[config.mk]
export PLATFORM = sky130hd
export DESIGN_NAME = lcd_writer
export DESIGN_NICKNAME = d
export VERILOG_FILES = /design/src/rtl/lcd_writer_pkg.sv /design/src/rtl/lcd_timer.sv /design/src/rtl/lcd_writer.sv
export SDC_FILE = /design/constraint.sdc
export NUM_CORES = 1
export LEC_CHECK = 0
export BUFFER_PORTS_ARGS = -buffer_cell sky130_fd_sc_hd__buf_2
export CAP_MARGIN = 15
export CORE_ASPECT_RATIO = 0.9
export CORE_UTILIZATION = 65
export CTS_BUF_LIST = sky130_fd_sc_hd__clkbuf_8
export CTS_CLUSTER_DIAMETER = 150
export DETAILED_ROUTE_END_ITERATION = 6
export MAX_ROUTING_LAYER = met4
export PLACE_DENSITY = 0.92
export SLEW_MARGIN = 20
export SYNTH_ARGS = -nofsm -noshare
export SYNTH_HDL_FRONTEND = slang
export SYNTH_HIERARCHICAL = 1
export SYNTH_SLANG_ARGS = --single-unit
[constraint.sdc]
create_clock -name clk -period 7.1 [get_ports clk]
set_input_delay 1.42 -clock clk [delete_from_list [all_inputs] [get_ports clk]]
set_output_delay 1.42 -clock clk [all_outputs]
set_load 0.01 [all_outputs]
[src/rtl/lcd_writer_pkg.sv]
// lcd_writer_pkg: FSM states, init step list and long-command rules for lcd_writer.
package lcd_writer_pkg;

   typedef enum logic [2:0] {PWR_WAIT, LOAD, SETUP, PULSE, HOLD, GAP, EXEC, IDLE} state_t;
   typedef enum logic [1:0] {WS_INIT1, WS_INIT2, WS_CMD, WS_LONG} wsel_t;

   typedef struct packed {
      logic       nib_only;
      logic [7:0] data;
      wsel_t      wsel;
   } step_t;

   localparam int         N_INIT       = 8;
   localparam logic [7:0] CMD_CLEAR    = 8'h01;
   localparam logic [7:0] CMD_HOME     = 8'h02;
   localparam logic [7:0] CMD_HOME_ALT = 8'h03;

   // Nibble-only steps carry their nibble in the high half of data.
   function automatic step_t init_step(input logic [3:0] i);
      case (i)
         4'd0:    return '{1'b1, 8'h30, WS_INIT1};
         4'd1:    return '{1'b1, 8'h30, WS_INIT2};
         4'd2:    return '{1'b1, 8'h30, WS_CMD};
         4'd3:    return '{1'b1, 8'h20, WS_CMD};
         4'd4:    return '{1'b0, 8'h28, WS_CMD};
         4'd5:    return '{1'b0, 8'h06, WS_CMD};
         4'd6:    return '{1'b0, 8'h0C, WS_CMD};
         4'd7:    return '{1'b0, CMD_CLEAR, WS_LONG};
         default: return '{1'b0, 8'h00, WS_CMD};
      endcase
   endfunction

   function automatic logic is_long(input logic rs_bit, input logic [7:0] d);
      return !rs_bit && (d == CMD_CLEAR || d == CMD_HOME || d == CMD_HOME_ALT);
   endfunction

   function automatic int imax(input int a, input int b);
      return a > b ? a : b;
   endfunction

endpackage

[src/rtl/lcd_timer.sv]
// lcd_timer: loadable down-counter that stops at zero and flags done there.
module lcd_timer #(
   parameter int             W       = 8,
   parameter logic [W-1:0]   RST_VAL = '0
) (
   input  logic         clk,
   input  logic         rst_n,
   input  logic         i_load,
   input  logic [W-1:0] i_val,
   output logic         o_done
);

   logic [W-1:0] r_cnt;

   always_ff @(posedge clk or negedge rst_n) begin
      if (!rst_n)              r_cnt <= RST_VAL;
      else if (i_load)         r_cnt <= i_val;
      else if (r_cnt != '0)    r_cnt <= r_cnt - 1'b1;
   end

   assign o_done = r_cnt == '0;

endmodule

[src/rtl/lcd_writer.sv]
// lcd_writer: write-only HD44780 4-bit controller with autonomous init and a
// valid/ready byte port; all delays come from one shared timer.
module lcd_writer
   import lcd_writer_pkg::*;
#(
   parameter int T_POWERUP = 750000,
   parameter int T_INIT1   = 205000,
   parameter int T_INIT2   = 5000,
   parameter int T_SETUP   = 2,
   parameter int T_PULSE   = 12,
   parameter int T_HOLD    = 2,
   parameter int T_NIBBLE  = 50,
   parameter int T_CMD     = 2000,
   parameter int T_LONG    = 82000
) (
   input  logic       clk,
   input  logic       rst_n,
   input  logic       valid,
   input  logic       rs_in,
   input  logic [7:0] data_in,
   output logic       ready,
   output logic       init_done,
   output logic       e,
   output logic       rs,
   output logic       rw,
   output logic [3:0] lcd_d
);

   localparam int W = $clog2(imax(imax(imax(T_POWERUP, T_INIT1), imax(T_INIT2, T_SETUP)),
                                  imax(imax(T_PULSE, T_HOLD), imax(imax(T_NIBBLE, T_CMD), T_LONG))) + 1);

   localparam logic [W-1:0] L_SETUP  = W'(T_SETUP - 1);
   localparam logic [W-1:0] L_PULSE  = W'(T_PULSE - 1);
   localparam logic [W-1:0] L_HOLD   = W'(T_HOLD - 1);
   localparam logic [W-1:0] L_NIBBLE = W'(T_NIBBLE - 1);
   localparam logic [W-1:0] L_INIT1  = W'(T_INIT1 - 1);
   localparam logic [W-1:0] L_INIT2  = W'(T_INIT2 - 1);
   localparam logic [W-1:0] L_CMD    = W'(T_CMD - 1);
   localparam logic [W-1:0] L_LONG   = W'(T_LONG - 1);

   state_t       r_state, w_next;
   wsel_t        r_wsel;
   step_t        w_step;
   logic [3:0]   r_step;
   logic [7:0]   r_data;
   logic         r_rs, r_nib_only, r_lo;
   logic         w_done, w_lo, w_drive, w_init_end;
   logic [W-1:0] w_tval, w_post;

   // The timer reloads on every state change, so each timed state lasts N cycles.
   lcd_timer #(.W(W), .RST_VAL(W'(T_POWERUP - 1))) u_timer (
      .clk    (clk),
      .rst_n  (rst_n),
      .i_load (w_next != r_state),
      .i_val  (w_tval),
      .o_done (w_done)
   );

   always_ff @(posedge clk or negedge rst_n) begin
      if (!rst_n) r_state <= PWR_WAIT;
      else        r_state <= w_next;
   end

   assign w_init_end = r_step == 4'(N_INIT);

   always_comb begin
      w_next = r_state;
      case (r_state)
         PWR_WAIT: w_next = w_done ? LOAD : PWR_WAIT;
         LOAD:     w_next = SETUP;
         SETUP:    w_next = w_done ? PULSE : SETUP;
         PULSE:    w_next = w_done ? HOLD : PULSE;
         HOLD:     w_next = !w_done ? HOLD : (r_lo || r_nib_only) ? EXEC : GAP;
         GAP:      w_next = w_done ? SETUP : GAP;
         EXEC:     w_next = !w_done ? EXEC : (init_done || w_init_end) ? IDLE : LOAD;
         IDLE:     w_next = valid ? LOAD : IDLE;
      endcase
   end

   assign w_step  = init_step(r_step);
   assign w_lo    = r_lo || r_state == GAP;
   assign w_drive = w_next inside {SETUP, PULSE, HOLD};
   assign w_post  = r_wsel == WS_INIT1 ? L_INIT1 :
                    r_wsel == WS_INIT2 ? L_INIT2 :
                    r_wsel == WS_LONG  ? L_LONG  : L_CMD;
   assign w_tval  = w_next == SETUP ? L_SETUP  :
                    w_next == PULSE ? L_PULSE  :
                    w_next == HOLD  ? L_HOLD   :
                    w_next == GAP   ? L_NIBBLE :
                    w_next == EXEC  ? w_post   : '0;
   assign rw      = 1'b0;

   // Outputs are registered from the next state so they line up with r_state.
   always_ff @(posedge clk or negedge rst_n) begin
      if (!rst_n) begin
         e          <= 1'b0;
         rs         <= 1'b0;
         lcd_d      <= 4'h0;
         ready      <= 1'b0;
         init_done  <= 1'b0;
         r_step     <= 4'd0;
         r_data     <= 8'h00;
         r_rs       <= 1'b0;
         r_nib_only <= 1'b0;
         r_wsel     <= WS_CMD;
         r_lo       <= 1'b0;
      end else begin
         e          <= w_next == PULSE;
         rs         <= w_drive && r_rs;
         lcd_d      <= w_drive ? (w_lo ? r_data[3:0] : r_data[7:4]) : 4'h0;
         ready      <= w_next == IDLE;
         init_done  <= init_done || (r_state == EXEC && w_next == IDLE);
         r_lo       <= w_next == LOAD ? 1'b0 : w_lo;
         if (w_next == LOAD && r_state == IDLE) begin
            r_data     <= data_in;
            r_rs       <= rs_in;
            r_nib_only <= 1'b0;
            r_wsel     <= is_long(rs_in, data_in) ? WS_LONG : WS_CMD;
         end else if (w_next == LOAD) begin
            r_data     <= w_step.data;
            r_rs       <= 1'b0;
            r_nib_only <= w_step.nib_only;
            r_wsel     <= w_step.wsel;
            r_step     <= r_step + 4'd1;
         end
      end
   end

endmodule

# Word-level counts from Yosys, hierarchy flattened
# Memories as Yosys holds them, arrays and structs flattened.
# Index checks and enable logic that the tools add are counted.
# Widths: inputs -> output; s select.
dict set report totals {
  ff_bits 48
  out_inout_bits 9
  romBits 72
  input_bits 12
  wordCells 90
  memories 1
}
dict set report op_classes {
  n_bitwise 1
  n_mux 33
  addsub 2
  n_reduce_logical 19
  eq_ne 21
}
# name depth width read_ports rd_ports_with_merged_regs write_ports line
set mem_list {}
lappend mem_list {{(name not given)} 8 9 1 0 0 lcd_writer_pkg.sv:20} ;# case (i)
# cell count
set op_table {}
lappend op_table {{$mux 18} 6}
lappend op_table {{$mux 20} 2}
lappend op_table {{$mux 17} 2}
lappend op_table {{$eq 3x3->1 const B} 8}
lappend op_table {{$pmux 3 s8} 1}
lappend op_table {{$logic_not 20->1} 1}
lappend op_table {{$reduce_bool 20->1} 1}
lappend op_table {{$sub 20x1->20 const B} 1}
lappend op_table {{$eq 8x2->1 const B} 2}
lappend op_table {{$mux 8} 2}
lappend op_table {{$mux 3} 5}
lappend op_table {{$eq 3x2->1 const B} 4}
lappend op_table {{$mux 11} 1}
lappend op_table {{$eq 8x1->1 const B} 1}
lappend op_table {{$mux 1} 8}
lappend op_table {{$mux 2} 4}
lappend op_table {{$mux 4} 2}
lappend op_table {{$eq 3x1->1 const B} 2}
lappend op_table {{$logic_or 1x1->1} 6}
lappend op_table {{$add 4x1->4 const B} 1}
lappend op_table {{$eq 4x4->1 const B} 1}
lappend op_table {{$logic_and 1x1->1} 4}
lappend op_table {{$reduce_bool 2->1} 2}
lappend op_table {{$logic_not 3->1} 1}
lappend op_table {{8 further kinds} 8}

# Depth between registers and ports, before layout
# Gate-level depths: netlist of the first run.
dict set report depth {
  word_depth 12
  mapped_depth 16
}

# Cells and area by module
# The synthesis of the first run kept the hierarchy.
# module cells_per_inst area_per_inst_um2 n_inst
set modules_own_cells {}
lappend modules_own_cells {lcd_writer 174 1711.6 1}
lappend modules_own_cells {lcd_timer 123 1218.7 1}

# Worst setup path after synthesis of the first run
# OpenSTA, ideal clock, no wires.
dict set report synth_timing {
  kind {register to register}
  startpoint {reg u_timer.r_cnt[17]}
  endpoint {reg r_step[1]}
  n_path_buf 1
  required_ps 6975
  slack_ps 3794
  arrival_time_ps 3181
  synth_period_minus_slack_ps 3306
  stages_incl_launch_ff 11
  path_cell_list {dfstp_2 > or3_1 > or4_4 > nor2_8 > buf_2 > a21oi_1 > a31o_1 > o22ai_4 > inv_4 > or4_4 > mux2_4}
}
dict set report synth_between {
  elab_chain_len 7
}
# item line
set synth_rtl {}
lappend synth_rtl {{from (decl)} lcd_timer.sv:13} ;# logic [W-1:0] r_cnt;
lappend synth_rtl {{from (signal assigned)} lcd_timer.sv:17} ;# else if (i_load) r_cnt <= i_val;
lappend synth_rtl {{from (signal assigned)} lcd_timer.sv:18} ;# else if (r_cnt != '0) r_cnt <= r_cnt - 1'b1;
lappend synth_rtl {{$logic_not 20->1 *} lcd_timer.sv:21} ;# assign o_done = r_cnt == '0;
lappend synth_rtl {{via w_done} lcd_writer.sv:47} ;# logic w_done, w_lo, w_drive, w_init_end;
lappend synth_rtl {{$mux 3 (tied with other cells)} lcd_writer.sv:75} ;# EXEC: w_next = !w_done ? EXEC : (init_done || w_init_end) ? IDLE : LOAD;
lappend synth_rtl {{$pmux 3 s8 *} lcd_writer.sv:68} ;# case (r_state)
lappend synth_rtl {{via w_next[1]} lcd_writer.sv:41} ;# state_t r_state, w_next;
lappend synth_rtl {{$eq 3x1->1 *} {lcd_writer.sv:114, lcd_writer.sv:119}}
lappend synth_rtl {{$logic_and 1x1->1} lcd_writer.sv:114} ;# if (w_next == LOAD && r_state == IDLE) begin
lappend synth_rtl {{$not 1->1 (no line)} -}
lappend synth_rtl {{$reduce_and 2->1 (no line) *} -}
lappend synth_rtl {{to (signal assigned)} lcd_writer.sv:124} ;# r_step <= r_step + 4'd1;
lappend synth_rtl {{to (decl)} lcd_writer.sv:44} ;# logic [3:0] r_step;
# Mark *: on every way through the listed nets, which the timed path passes. The rest lies on a longest branch.
# A chain may end at the register's enable or synchronous reset.

# Final worst setup path of the first run
dict set report layout_timing {
  startpoint {reg u_timer.r_cnt[17]}
  endpoint {reg r_step[2]}
}
# The elaborated chain is that of the path after synthesis.

==> run_summary.xml, run 1 <==
<?xml version="1.0" encoding="UTF-8"?>
<metrics>
  <group name="status">
    <metric name="status" unit="">finished clean</metric>
  </group>
  <group name="final_layout">
    <metric name="most-common-layout-cells" unit="">sky130_fd_sc_hd__dfrtp_1 (34), sky130_fd_sc_hd__nand2_1 (33), sky130_fd_sc_hd__buf_2 (18)</metric>
    <metric name="design.final.nets" unit="">339</metric>
    <metric name="final_common_cell" unit="">sky130_fd_sc_hd__dfrtp_1</metric>
    <metric name="n_antenna_cell" unit="">0</metric>
    <metric name="n_fill_cell" unit="">280</metric>
    <metric name="share_of_final_layout_standard_cells_stronger_than_drive_strength_1" unit="%">24.4</metric>
    <metric name="area_growth_syn_to_layout" unit="%">8.33</metric>
  </group>
  <group name="drt">
    <metric name="drt_iter0_markers" unit="">291</metric>
    <metric name="route.detailed.wl_per_inst" unit="µm">17.3</metric>
    <metric name="finalWirelength" unit="µm">6490</metric>
    <metric name="detail_route.vias_per_cell" unit="">6.27</metric>
    <metric name="total_via_count_after_detailed_routing" unit="">2350</metric>
    <metric name="drt_drc" unit="">0</metric>
    <metric name="postRouteAntennaNets" unit="">0</metric>
    <metric name="drtPass1Iterations" unit="">4</metric>
  </group>
  <group name="sta">
    <metric name="hold-worst-slack" unit="ns">0.500</metric>
    <metric name="min_period_over_period" unit="%">49.1</metric>
    <metric name="finalHoldViolCount" unit="">0</metric>
    <metric name="drv_slew" unit="">0</metric>
    <metric name="fin_crit" unit="ns">3.48</metric>
    <metric name="max_clock_freq" unit="MHz">287</metric>
    <metric name="report.final.setup_viol" unit="">0</metric>
    <metric name="fin_worst_skew" unit="ns">0.0190</metric>
    <metric name="grt_setup_unrepaired" unit="">false</metric>
    <metric name="total_neg_setup_slack" unit="ns">0</metric>
    <metric name="slew_hr" unit="%">48.1</metric>
    <metric name="worst_pin_slew" unit="ns">0.775</metric>
  </group>
  <group name="floorplan">
    <metric name="placement_rows" unit="">22</metric>
    <metric name="dieHeight" unit="µm">65.7</metric>
    <metric name="fp.dieArea" unit="µm²">4780</metric>
    <metric name="floorplan.core_area" unit="µm²">4210</metric>
    <metric name="design.portCount" unit="">21</metric>
    <metric name="starting_density_of_the_core" unit="%">69.6</metric>
    <metric name="die_width" unit="µm">72.8</metric>
  </group>
  <group name="clock_tree">
    <metric name="root_buffer" unit="">sky130_fd_sc_hd__clkbuf_8</metric>
    <metric name="cts_hold_repair.buffers" unit="">0</metric>
    <metric name="clkLatencyLatePin" unit="ns">0.32</metric>
    <metric name="clk_path_buf_depth" unit="">2</metric>
    <metric name="clk_pin_slew" unit="ns">0.09</metric>
    <metric name="post_cts_buffers" unit="">0</metric>
    <metric name="clock_sinks" unit="">48</metric>
    <metric name="cts-resized-gates" unit="">0</metric>
    <metric name="tritoncts.num_buffers" unit="">5</metric>
    <metric name="ctsHtreeMaxLevel" unit="">2</metric>
    <metric name="cts_tree" unit="">done</metric>
  </group>
  <group name="grt">
    <metric name="grt_remaining_overflow" unit="">0</metric>
    <metric name="grt_use_total" unit="%">32.0</metric>
    <metric name="grt_pass1_vias" unit="">2361</metric>
    <metric name="grt_first_pass_wirelength" unit="µm">11100</metric>
    <metric name="antenna_found_initial" unit="">0</metric>
    <metric name="maximum_number_of_pins_on_one_net_before_global_route_repair" unit="">49</metric>
  </group>
  <group name="setup_path">
    <metric name="end_kind" unit="">flip-flop</metric>
    <metric name="path_delay_family" unit="">simple AND/OR/NAND/NOR gates</metric>
    <metric name="setup.worst_path.start_class" unit="">flip-flop</metric>
    <metric name="reg2reg_setup_slack" unit="ns">3.62</metric>
    <metric name="reg2reg_to" unit="">r_step[2]</metric>
    <metric name="depth_of_the_worst_register_to_register_path" unit="">9</metric>
    <metric name="critPathBufInv" unit="">1</metric>
    <metric name="timing.critical_path.arrival" unit="ns">3.69</metric>
    <metric name="critical_path_rt" unit="ns">7.31</metric>
    <metric name="crit_path_max_incr_delay" unit="ns">0.59</metric>
    <metric name="crit_top_cell" unit="">sky130_fd_sc_hd__or4_4</metric>
    <metric name="worstSetupPathType" unit="">reg2reg</metric>
    <metric name="timing.critical_path.cells" unit="">or3_1, or4_4, nor2_8, a21oi_1, a31o_1, o22ai_4, inv_4, or4_4, mux2_4</metric>
    <metric name="timing.rr.start" unit="">u_timer/r_cnt[17]</metric>
    <metric name="worst-path-max-fanout" unit="">20</metric>
    <metric name="slowest_stage" unit="">sky130_fd_sc_hd__or4_4</metric>
  </group>
  <group name="synth">
    <metric name="synthCells" unit="">297</metric>
    <metric name="synth.distinct_cells" unit="">61</metric>
    <metric name="synth_top_area_share" unit="%">29.0</metric>
    <metric name="ys_top_cells_by_area" unit="">sky130_fd_sc_hd__dfrtp_1 (29%), sky130_fd_sc_hd__dfstp_2 (13%), sky130_fd_sc_hd__ha_1 (5.6%), sky130_fd_sc_hd__nand2_1 (4.2%), sky130_fd_sc_hd__xnor2_1 (3.3%)</metric>
    <metric name="synth_edf_count" unit="">0</metric>
    <metric name="ys_seq_elements" unit="">48</metric>
    <metric name="yosys_warnings" unit="">6</metric>
    <metric name="yosysSeqAreaShare" unit="%">41.6</metric>
    <metric name="synth_area" unit="µm²">2930</metric>
    <metric name="top_reg_cell_synth" unit="">sky130_fd_sc_hd__dfrtp_1</metric>
    <metric name="ys_async_sr_fraction" unit="%">100</metric>
    <metric name="synth_top_cell_by_area" unit="">sky130_fd_sc_hd__dfrtp_1</metric>
    <metric name="syn_area_per_cell" unit="µm²">9.87</metric>
  </group>
  <group name="placed_design">
    <metric name="place_hpwl" unit="µm">4440</metric>
    <metric name="gp_congestion" unit="">0.892</metric>
    <metric name="port_buffers" unit="">19</metric>
  </group>
  <group name="power_and_ir_drop">
    <metric name="static-leakage-power" unit="nW">1.35</metric>
    <metric name="power_density" unit="nW/µm²">208</metric>
    <metric name="vdd.ir_drop.worst" unit="mV">0.233</metric>
  </group>
  <group name="min_path">
    <metric name="min_delay_path_depth" unit="">1</metric>
    <metric name="path_class_of_the_lowest_slack_min_delay_path" unit="">reg2reg</metric>
    <metric name="worst_hold_startpoint" unit="">r_data[1]</metric>
    <metric name="min_delay_worst_endpoint" unit="">r_data[1]</metric>
  </group>
  <group name="run">
    <metric name="drv_cap" unit="">0</metric>
  </group>
</metrics>
flip-flops by register name, summed over array words and instances, names as in the netlist, 2 cells and up:
register,cells
u_timer/r_cnt,20
r_data,8
lcd_d,4
r_step,4
r_state,3
r_wsel,2
per-stage QoR:
stage | total power, mW | instances | util, % | instance area [µm²] | setup slack (ns)
final | 0.660 | 375 | 75.4 | 3170 | 3.62
after global routing | 0.691 | 375 | 75.4 | 3170 | 3.50
after CTS | 0.657 | 375 | 75.3 | 3170 | 3.65
after detailed placement | 0.446 | 367 | 72.4 | 3050 | 3.69
after global placement | 0.439 | 367 | 72.4 | 3050 | 3.80
after floorplan | 0.415 | 301 | - | 2950 | 3.79
Yosys cell counts, drive strengths merged (2+ instances only):
library cell / count
a21oi: 11
a2bb2oi: 2
a31oi: 4
and2: 5
buf: 8
clkbuf: 7
dfrtp: 34
dfstp: 14
ha: 13
inv: 18
mux2: 10
mux2i: 8
nand2: 33
nand2b: 4
nand3: 4
nand4: 2
nor2: 18
nor3: 10
nor3b: 3
nor4: 7
o21ai: 26
o22ai: 2
o31ai: 10
or2: 2
or3: 4
or4: 5
xnor2: 11
xor2: 7
worst max-delay path by stage:
stage / from / cells past startpoint / to
detailed placement: u_timer/r_cnt[17] / 9 / r_step[2]
CTS: u_timer/r_cnt[17] / 9 / r_step[2]
global placement: u_timer/r_cnt[17] / 9 / r_step[1]
finish: u_timer/r_cnt[17] / 9 / r_step[2]
floorplan: u_timer/r_cnt[17] / 10 / r_step[1]
global route: u_timer/r_cnt[17] / 9 / r_data[1]
layer usage:
layer	vias to the layer above	wire length (µm)	track usage (%)
li1	1077	-	-
met1	1130	2850	42.1
met2	122	2980	47.5
met3	21	501	7.21
met4	0	164	14.2
met5	-	0	-
worst register-to-register path: cells and delay by family (launching register included):
| kind | cells | cell delay (ns) |
|---|---|---|
| buf+inv | 1 | 0.10 |
| mux | 1 | 0.32 |
| compound gates | 3 | 0.71 |
| simple gates | 4 | 1.87 |
| flops | 1 | 0.38 |
area by class of cell:
class | instances | area (µm²) | share of cell area, %
tap | 60 | 75.1 | 2.37
inverter | 18 | 70.1 | 2.21
timing repair buffer | 21 | 113 | 3.55
sequential | 48 | 1220 | 38.4
clock buffer | 6 | 82.6 | 2.60
clock inverter | 2 | 38.8 | 1.22
multi-input combinational | 220 | 1580 | 49.7
where the power goes:
part	total, mW	internal (mW)	leakage (nW)	switching, mW
sequential	0.343	0.312	0.570	0.0303
combinational	0.103	0.0474	0.716	0.0553
clock	0.214	0.115	0.0614	0.0991
total	0.660	0.475	1.35	0.185
cells by family after synthesis:
family          synth area share (%)
flops                           41.6
fa+ha+maj                       5.55
mux                             6.83
other cells                    0.128
buf+inv                         5.25
compound gates                  16.3
xor+xnor                        5.38
simple gates                    19.0
No activity file was read; power rests on OpenSTA's default activity.
==> run 2, diff against run 1 <==
Settings changed: CORE_UTILIZATION 65 to 56, PLACE_DENSITY 0.92 to 0.85.
Clock period 7.1 ns to 3.05 ns, I/O delays scaled along.
==> run 2 against run 1 <==
Effect of this change: die area up 16%; critical path type unchanged; flip-flop and latch count unchanged; global-route usage down 6.0 points; largest cell class unchanged; the flow now finishes with violations (setup timing); non-clock buffer count up 18; design area up 5.9%; sequential power up 130%; worst hold slack worse by 0.23 ns.
==> run_summary.xml, run 2 (synthesis gave the netlist of run 1 again) <==
<?xml version="1.0" encoding="UTF-8"?>
<metrics>
  <group name="final_layout">
    <metric name="n_antenna_cell" unit="">0</metric>
    <metric name="final_common_cell" unit="">sky130_fd_sc_hd__dfrtp_1</metric>
    <metric name="most-common-layout-cells" unit="">sky130_fd_sc_hd__dfrtp_1 (34), sky130_fd_sc_hd__nand2_1 (33), sky130_fd_sc_hd__buf_4 (19)</metric>
    <metric name="n_fill_cell" unit="">355</metric>
    <metric name="area_growth_syn_to_layout" unit="%">14.7</metric>
    <metric name="largest_register" unit="">u_timer/r_cnt</metric>
    <metric name="multiInputGateArea" unit="µm²">1610</metric>
    <metric name="reg.largest.list" unit="">u_timer/r_cnt x20, r_data x8</metric>
    <metric name="share_of_final_layout_standard_cells_stronger_than_drive_strength_1" unit="%">30.9</metric>
    <metric name="seq_cell_area" unit="µm²">1220</metric>
    <metric name="layout.core_utilization" unit="%">68.2</metric>
    <metric name="design.final.nets" unit="">357</metric>
    <metric name="largest_register_ff_count" unit="">20</metric>
  </group>
  <group name="clock_tree">
    <metric name="cts_tree" unit="">done</metric>
    <metric name="cts_hold_repair.buffers" unit="">0</metric>
    <metric name="clk_pin_slew" unit="ns">0.09</metric>
    <metric name="clock_sinks" unit="">48</metric>
    <metric name="tritoncts.num_buffers" unit="">5</metric>
    <metric name="clk_path_buf_depth" unit="">2</metric>
    <metric name="root_buffer" unit="">sky130_fd_sc_hd__clkbuf_8</metric>
    <metric name="clkLatencyLatePin" unit="ns">0.31</metric>
    <metric name="ctsHtreeMaxLevel" unit="">2</metric>
  </group>
  <group name="placed_design">
    <metric name="port_buffers" unit="">19</metric>
    <metric name="place_ws" unit="ns">0.00557</metric>
    <metric name="place_hpwl" unit="µm">4640</metric>
    <metric name="gp_congestion" unit="">0.899</metric>
  </group>
  <group name="setup_path">
    <metric name="worst-path-max-fanout" unit="">7</metric>
    <metric name="end_kind" unit="">flip-flop</metric>
    <metric name="reg2reg_to" unit="">r_step[2]</metric>
    <metric name="timing.rr.start" unit="">u_timer/r_cnt[17]</metric>
    <metric name="setup.worst_path.start_class" unit="">flip-flop</metric>
    <metric name="worstSetupPathType" unit="">reg2reg</metric>
    <metric name="critical_path_rt" unit="ns">3.26</metric>
    <metric name="depth_of_the_worst_register_to_register_path" unit="">9</metric>
    <metric name="reg2reg_setup_slack" unit="ns">-0.005</metric>
    <metric name="timing.critical_path.arrival" unit="ns">3.26</metric>
  </group>
  <group name="power_and_ir_drop">
    <metric name="internal_power" unit="mW">1.09</metric>
    <metric name="power.share.clock" unit="%">31.5</metric>
    <metric name="power.sequential.fraction" unit="%">52.2</metric>
    <metric name="comb_power_share" unit="%">16.3</metric>
    <metric name="switching_share" unit="%">28.6</metric>
    <metric name="vdd.ir_drop.worst" unit="mV">0.263</metric>
    <metric name="power.net_switching" unit="mW">0.436</metric>
    <metric name="static-leakage-power" unit="nW">1.45</metric>
    <metric name="power_density" unit="nW/µm²">454</metric>
  </group>
  <group name="sta">
    <metric name="slew_hr" unit="%">42.9</metric>
    <metric name="grt_setup_unrepaired" unit="">true</metric>
    <metric name="max_clock_freq" unit="MHz">327</metric>
    <metric name="hold-worst-slack" unit="ns">0.272</metric>
    <metric name="min_period_over_period" unit="%">100</metric>
    <metric name="worst_pin_slew" unit="ns">0.853</metric>
    <metric name="fin_worst_skew" unit="ns">0.00880</metric>
    <metric name="worst_slack" unit="ns">-0.00473</metric>
    <metric name="fin_crit" unit="ns">3.05</metric>
    <metric name="drv_slew" unit="">0</metric>
    <metric name="finalHoldViolCount" unit="">0</metric>
    <metric name="report.final.setup_viol" unit="">2</metric>
  </group>
  <group name="drt">
    <metric name="finalWirelength" unit="µm">6750</metric>
    <metric name="drt_drc" unit="">0</metric>
    <metric name="route.detailed.wl_per_inst" unit="µm">17.0</metric>
    <metric name="drtPass1Iterations" unit="">4</metric>
    <metric name="drt_iter0_markers" unit="">181</metric>
    <metric name="postRouteAntennaNets" unit="">0</metric>
    <metric name="total_via_count_after_detailed_routing" unit="">2361</metric>
    <metric name="detail_route.vias_per_cell" unit="">5.93</metric>
  </group>
  <group name="floorplan">
    <metric name="dieHeight" unit="µm">70.6</metric>
    <metric name="die_width" unit="µm">78.3</metric>
    <metric name="starting_density_of_the_core" unit="%">59.5</metric>
    <metric name="floorplan.core_area" unit="µm²">4920</metric>
    <metric name="design.portCount" unit="">21</metric>
    <metric name="fp.dieArea" unit="µm²">5530</metric>
    <metric name="placement_rows" unit="">24</metric>
  </group>
  <group name="grt">
    <metric name="antenna_found_initial" unit="">0</metric>
    <metric name="grt_first_pass_wirelength" unit="µm">10600</metric>
    <metric name="grt_remaining_overflow" unit="">0</metric>
    <metric name="maximum_number_of_pins_on_one_net_before_global_route_repair" unit="">47</metric>
    <metric name="grt_use_total" unit="%">26.0</metric>
    <metric name="grt_pass1_vias" unit="">2255</metric>
  </group>
  <group name="status">
    <metric name="status" unit="">complete, but fails checks</metric>
    <metric name="failing_checks" unit="">setup timing</metric>
  </group>
  <group name="run">
    <metric name="drv_cap" unit="">0</metric>
  </group>
  <group name="min_path">
    <metric name="path_class_of_the_lowest_slack_min_delay_path" unit="">in2async</metric>
  </group>
</metrics>
## run 2: timing repair
| action | CTS | global route |
|---|---|---|
| gates cloned | 0 | 0 |
| endpoints found under the setup margin | 4 | 16 |
| gates resized for setup | 0 | 9 |
| pin swaps | 1 | 3 |
| buffers inserted | 0 | 6 |
## run 2: stage by stage
step	total power, mW	setup TNS [ns]	area [µm²]	std cells
floorplan	0.966	0	2950	301
global placement	1.02	0	3160	384
detailed placement	1.03	0	3160	384
CTS	1.52	0	3270	392
global route	1.59	-0.148	3360	398
finish	1.53	-0.00833	3360	398
## run 2: cell type report
class / instances / area share (%)
clock buffers: 5 / 2.05
clock inverters: 3 / 1.38
inverters: 18 / 2.08
multi-input cells: 220 / 48.0
flip-flops and latches: 48 / 36.3
well taps: 65 / 2.42
repair buffers: 39 / 7.86
## run 2: how the worst max path moves through the flow
stage | startpoint | end | cells after the start
global route | u_timer/r_cnt[17] | r_step[2] | 9
floorplan | u_timer/r_cnt[17] | r_step[1] | 10
finish | u_timer/r_cnt[17] | r_step[2] | 9
global placement | u_timer/r_cnt[17] | r_step[1] | 9
detailed placement | u_timer/r_cnt[17] | r_step[2] | 9
CTS | u_timer/r_cnt[17] | r_step[2] | 9
## run 2: critical path, stage by stage, from the launching register on
cell                       delay (ns)
sky130_fd_sc_hd__dfstp_2         0.39
sky130_fd_sc_hd__or3_4           0.39
sky130_fd_sc_hd__or4_4           0.48
sky130_fd_sc_hd__nor2_8          0.20
sky130_fd_sc_hd__nand2b_4        0.08
sky130_fd_sc_hd__o311a_4         0.32
sky130_fd_sc_hd__o22ai_4         0.21
sky130_fd_sc_hd__inv_4           0.09
sky130_fd_sc_hd__or4_4           0.47
sky130_fd_sc_hd__mux2_4          0.32
## run 2: metal layers
metal,up-vias,global-route usage (%),wire [µm]
li1,1107,-,-
met1,1155,34.7,2990
met2,84,40.2,3260
met3,15,5.03,388
met4,0,8.23,116
met5,-,-,0
## run 2: power groups by stage
stage / combinational (mW) / clock (mW) / sequential [mW]
floorplan: 0.181 / 0 / 0.785
global placement: 0.221 / 0 / 0.799
detailed placement: 0.233 / 0 / 0.802
CTS: 0.239 / 0.486 / 0.792
global route: 0.275 / 0.513 / 0.804
finish: 0.249 / 0.481 / 0.796
==> run 3, diff against run 2 <==
Settings changed: CORE_ASPECT_RATIO 0.9 to 0.7.
==> run 3 against run 2 <==
Effect of this change: the flow now finishes without violations; via count fell by 2.6%; routed wire length fell by 3.0%; clock skew barely moved; combinational power fell by 4%; clock power fell by 17%; final cell count rose by 0.50%; flip-flop and latch count did not move; register-to-register slack improved by 0.08 ns; count of clock-buffer cells in the layout rose by 1; first-iteration DRC count fell by 20%.
==> run_summary.xml, run 3 (synthesis gave the netlist of run 1 again) <==
<?xml version="1.0" encoding="UTF-8"?>
<metrics>
  <group name="placed_design">
    <metric name="placedCellCount" unit="">391</metric>
    <metric name="port_buffers" unit="">19</metric>
    <metric name="place_hpwl" unit="µm">4780</metric>
    <metric name="gp_congestion" unit="">0.889</metric>
  </group>
  <group name="sta">
    <metric name="fin_worst_skew" unit="ns">0.00841</metric>
    <metric name="slew_hr" unit="%">44.1</metric>
    <metric name="worst_pin_slew" unit="ns">0.835</metric>
    <metric name="total_neg_setup_slack" unit="ns">0</metric>
    <metric name="min_period_over_period" unit="%">97.7</metric>
    <metric name="finalHoldViolCount" unit="">0</metric>
    <metric name="fin_crit" unit="ns">2.98</metric>
    <metric name="report.final.setup_viol" unit="">0</metric>
    <metric name="drv_slew" unit="">0</metric>
    <metric name="max_clock_freq" unit="MHz">336</metric>
  </group>
  <group name="min_path">
    <metric name="path_class_of_the_lowest_slack_min_delay_path" unit="">in2async</metric>
  </group>
  <group name="setup_path">
    <metric name="timing.critical_path.arrival" unit="ns">3.18</metric>
    <metric name="critical_path_rt" unit="ns">3.26</metric>
    <metric name="setup.worst_path.start_class" unit="">flip-flop</metric>
    <metric name="end_kind" unit="">flip-flop</metric>
    <metric name="depth_of_the_worst_register_to_register_path" unit="">9</metric>
    <metric name="timing.rr.start" unit="">u_timer/r_cnt[17]</metric>
    <metric name="reg2reg_setup_slack" unit="ns">0.07</metric>
    <metric name="cp-startpoint" unit="">u_timer/r_cnt[17]</metric>
    <metric name="worst-path-max-fanout" unit="">7</metric>
    <metric name="reg2reg_to" unit="">r_step[1]</metric>
    <metric name="worstSetupPathType" unit="">reg2reg</metric>
    <metric name="worst_setup_path_end" unit="">r_step[1]</metric>
  </group>
  <group name="grt">
    <metric name="grt_pass1_vias" unit="">2260</metric>
    <metric name="grt_remaining_overflow" unit="">0</metric>
    <metric name="antenna_found_initial" unit="">0</metric>
    <metric name="globalRoute.busiestLayer" unit="">met1</metric>
    <metric name="grt_first_pass_wirelength" unit="µm">11000</metric>
    <metric name="gr-usage-met2" unit="%">36.6</metric>
    <metric name="met1_usage" unit="%">39.6</metric>
    <metric name="grt_util_met3" unit="%">6.08</metric>
    <metric name="maximum_number_of_pins_on_one_net_before_global_route_repair" unit="">47</metric>
    <metric name="grt_use_total" unit="%">27.1</metric>
  </group>
  <group name="clock_tree">
    <metric name="clkLatencyLatePin" unit="ns">0.31</metric>
    <metric name="cts_hold_repair.buffers" unit="">0</metric>
    <metric name="clk_pin_slew" unit="ns">0.09</metric>
    <metric name="ctsHtreeMaxLevel" unit="">2</metric>
    <metric name="tritoncts.num_buffers" unit="">5</metric>
    <metric name="clock_sinks" unit="">48</metric>
    <metric name="clk_path_buf_depth" unit="">2</metric>
    <metric name="cts_tree" unit="">done</metric>
    <metric name="root_buffer" unit="">sky130_fd_sc_hd__clkbuf_8</metric>
  </group>
  <group name="floorplan">
    <metric name="placement_rows" unit="">21</metric>
    <metric name="floorplan.core_area" unit="µm²">4910</metric>
    <metric name="dieHeight" unit="µm">62.5</metric>
    <metric name="die_width" unit="µm">88.5</metric>
    <metric name="fp.dieArea" unit="µm²">5530</metric>
    <metric name="starting_density_of_the_core" unit="%">59.6</metric>
    <metric name="design.portCount" unit="">21</metric>
  </group>
  <group name="drt">
    <metric name="drtPass1Iterations" unit="">4</metric>
    <metric name="route.detailed.wl_per_inst" unit="µm">16.4</metric>
    <metric name="finalWirelength" unit="µm">6550</metric>
    <metric name="detail_route.vias_per_cell" unit="">5.75</metric>
    <metric name="drt_iter0_markers" unit="">144</metric>
    <metric name="total_via_count_after_detailed_routing" unit="">2300</metric>
    <metric name="drt_drc" unit="">0</metric>
    <metric name="postRouteAntennaNets" unit="">0</metric>
  </group>
  <group name="power_and_ir_drop">
    <metric name="power" unit="mW">1.44</metric>
    <metric name="static-leakage-power" unit="nW">1.44</metric>
    <metric name="power_density" unit="nW/µm²">436</metric>
    <metric name="vdd.ir_drop.worst" unit="mV">0.360</metric>
  </group>
  <group name="final_layout">
    <metric name="n_fill_cell" unit="">403</metric>
    <metric name="most-common-layout-cells" unit="">sky130_fd_sc_hd__dfrtp_1 (34), sky130_fd_sc_hd__nand2_1 (33), sky130_fd_sc_hd__buf_4 (19)</metric>
    <metric name="largest_register" unit="">u_timer/r_cnt</metric>
    <metric name="final_common_cell" unit="">sky130_fd_sc_hd__dfrtp_1</metric>
    <metric name="largest_register_ff_count" unit="">20</metric>
    <metric name="area_growth_syn_to_layout" unit="%">12.7</metric>
    <metric name="n_antenna_cell" unit="">0</metric>
    <metric name="reg.largest.list" unit="">u_timer/r_cnt x20, r_data x8</metric>
    <metric name="post_layout_nonfiller_instances" unit="">400</metric>
    <metric name="share_of_final_layout_standard_cells_stronger_than_drive_strength_1" unit="%">29.6</metric>
    <metric name="design.final.nets" unit="">355</metric>
  </group>
  <group name="run">
    <metric name="drv_cap" unit="">0</metric>
  </group>
  <group name="status">
    <metric name="status" unit="">finished clean</metric>
  </group>
</metrics>
## run 3: final cells by class
class                   instances  area, µm²  area share, %
multi-input cells             220       1600           48.5
flip-flops and latches         48       1220           36.9
repair buffers                 37        233           7.05
well taps                      69       86.3           2.61
clock buffers                   6       82.6           2.50
inverters                      18       70.1           2.12
clock inverters                 2       10.0          0.303
## run 3: routing by layer
metal	wire length [µm]	up-vias
met1	3170	1117
met2	2860	68
li1	-	1104
met4	121	0
met5	0	-
met3	394	11
## run 3: worst min path at each step
stage,startpoint,endpoint,slack [ns],depth (start not counted)
4_1_cts,r_data[1],r_data[1],0.49,1
3_3_place_gp,r_data[1],r_data[1],0.47,1
2_1_floorplan,rst_n,e,0.31,0
5_1_grt,rst_n,lcd_d[0],0.33,1
3_5_place_dp,r_data[1],r_data[1],0.48,1
6_report,rst_n,lcd_d[0],0.29,1
## run 3: critical path, stage by stage (launching register included)
cell	delay, ns
sky130_fd_sc_hd__dfstp_2	0.39
sky130_fd_sc_hd__or3_4	0.38
sky130_fd_sc_hd__or4_4	0.49
sky130_fd_sc_hd__nor2_8	0.15
sky130_fd_sc_hd__nand2b_4	0.08
sky130_fd_sc_hd__o311a_4	0.33
sky130_fd_sc_hd__o22ai_4	0.20
sky130_fd_sc_hd__inv_4	0.08
sky130_fd_sc_hd__or4_4	0.46
sky130_fd_sc_hd__mux2_4	0.31
## run 3: what timing repair did
action                                  4_1_cts  5_1_grt
gates resized for setup                       0        5
pin swaps                                     1        1
endpoints found under the setup margin        2       18
setup buffers                                 0        1
cloned                                        0        0
## run 3: stage by stage
| step | utilization (%) | cell area, µm² | hold WS, ns | setup slack, ns |
|---|---|---|---|---|
| after floorplan | - | 2950 | 0.314 | 0.00621 |
| after global placement | 64.6 | 3170 | 0.467 | 0.101 |
| after detailed placement | 64.6 | 3170 | 0.475 | 0.0301 |
| after CTS | 66.5 | 3270 | 0.495 | 0.0311 |
| after global routing | 67.2 | 3300 | 0.332 | -0.00349 |
| final | 67.2 | 3300 | 0.289 | 0.0705 |
## run 3: power by group
group | switching, mW | total, mW | internal (mW)
clock network | 0.220 | 0.401 | 0.181
registers | 0.0741 | 0.801 | 0.727
logic | 0.127 | 0.239 | 0.112
total | 0.421 | 1.44 | 1.02
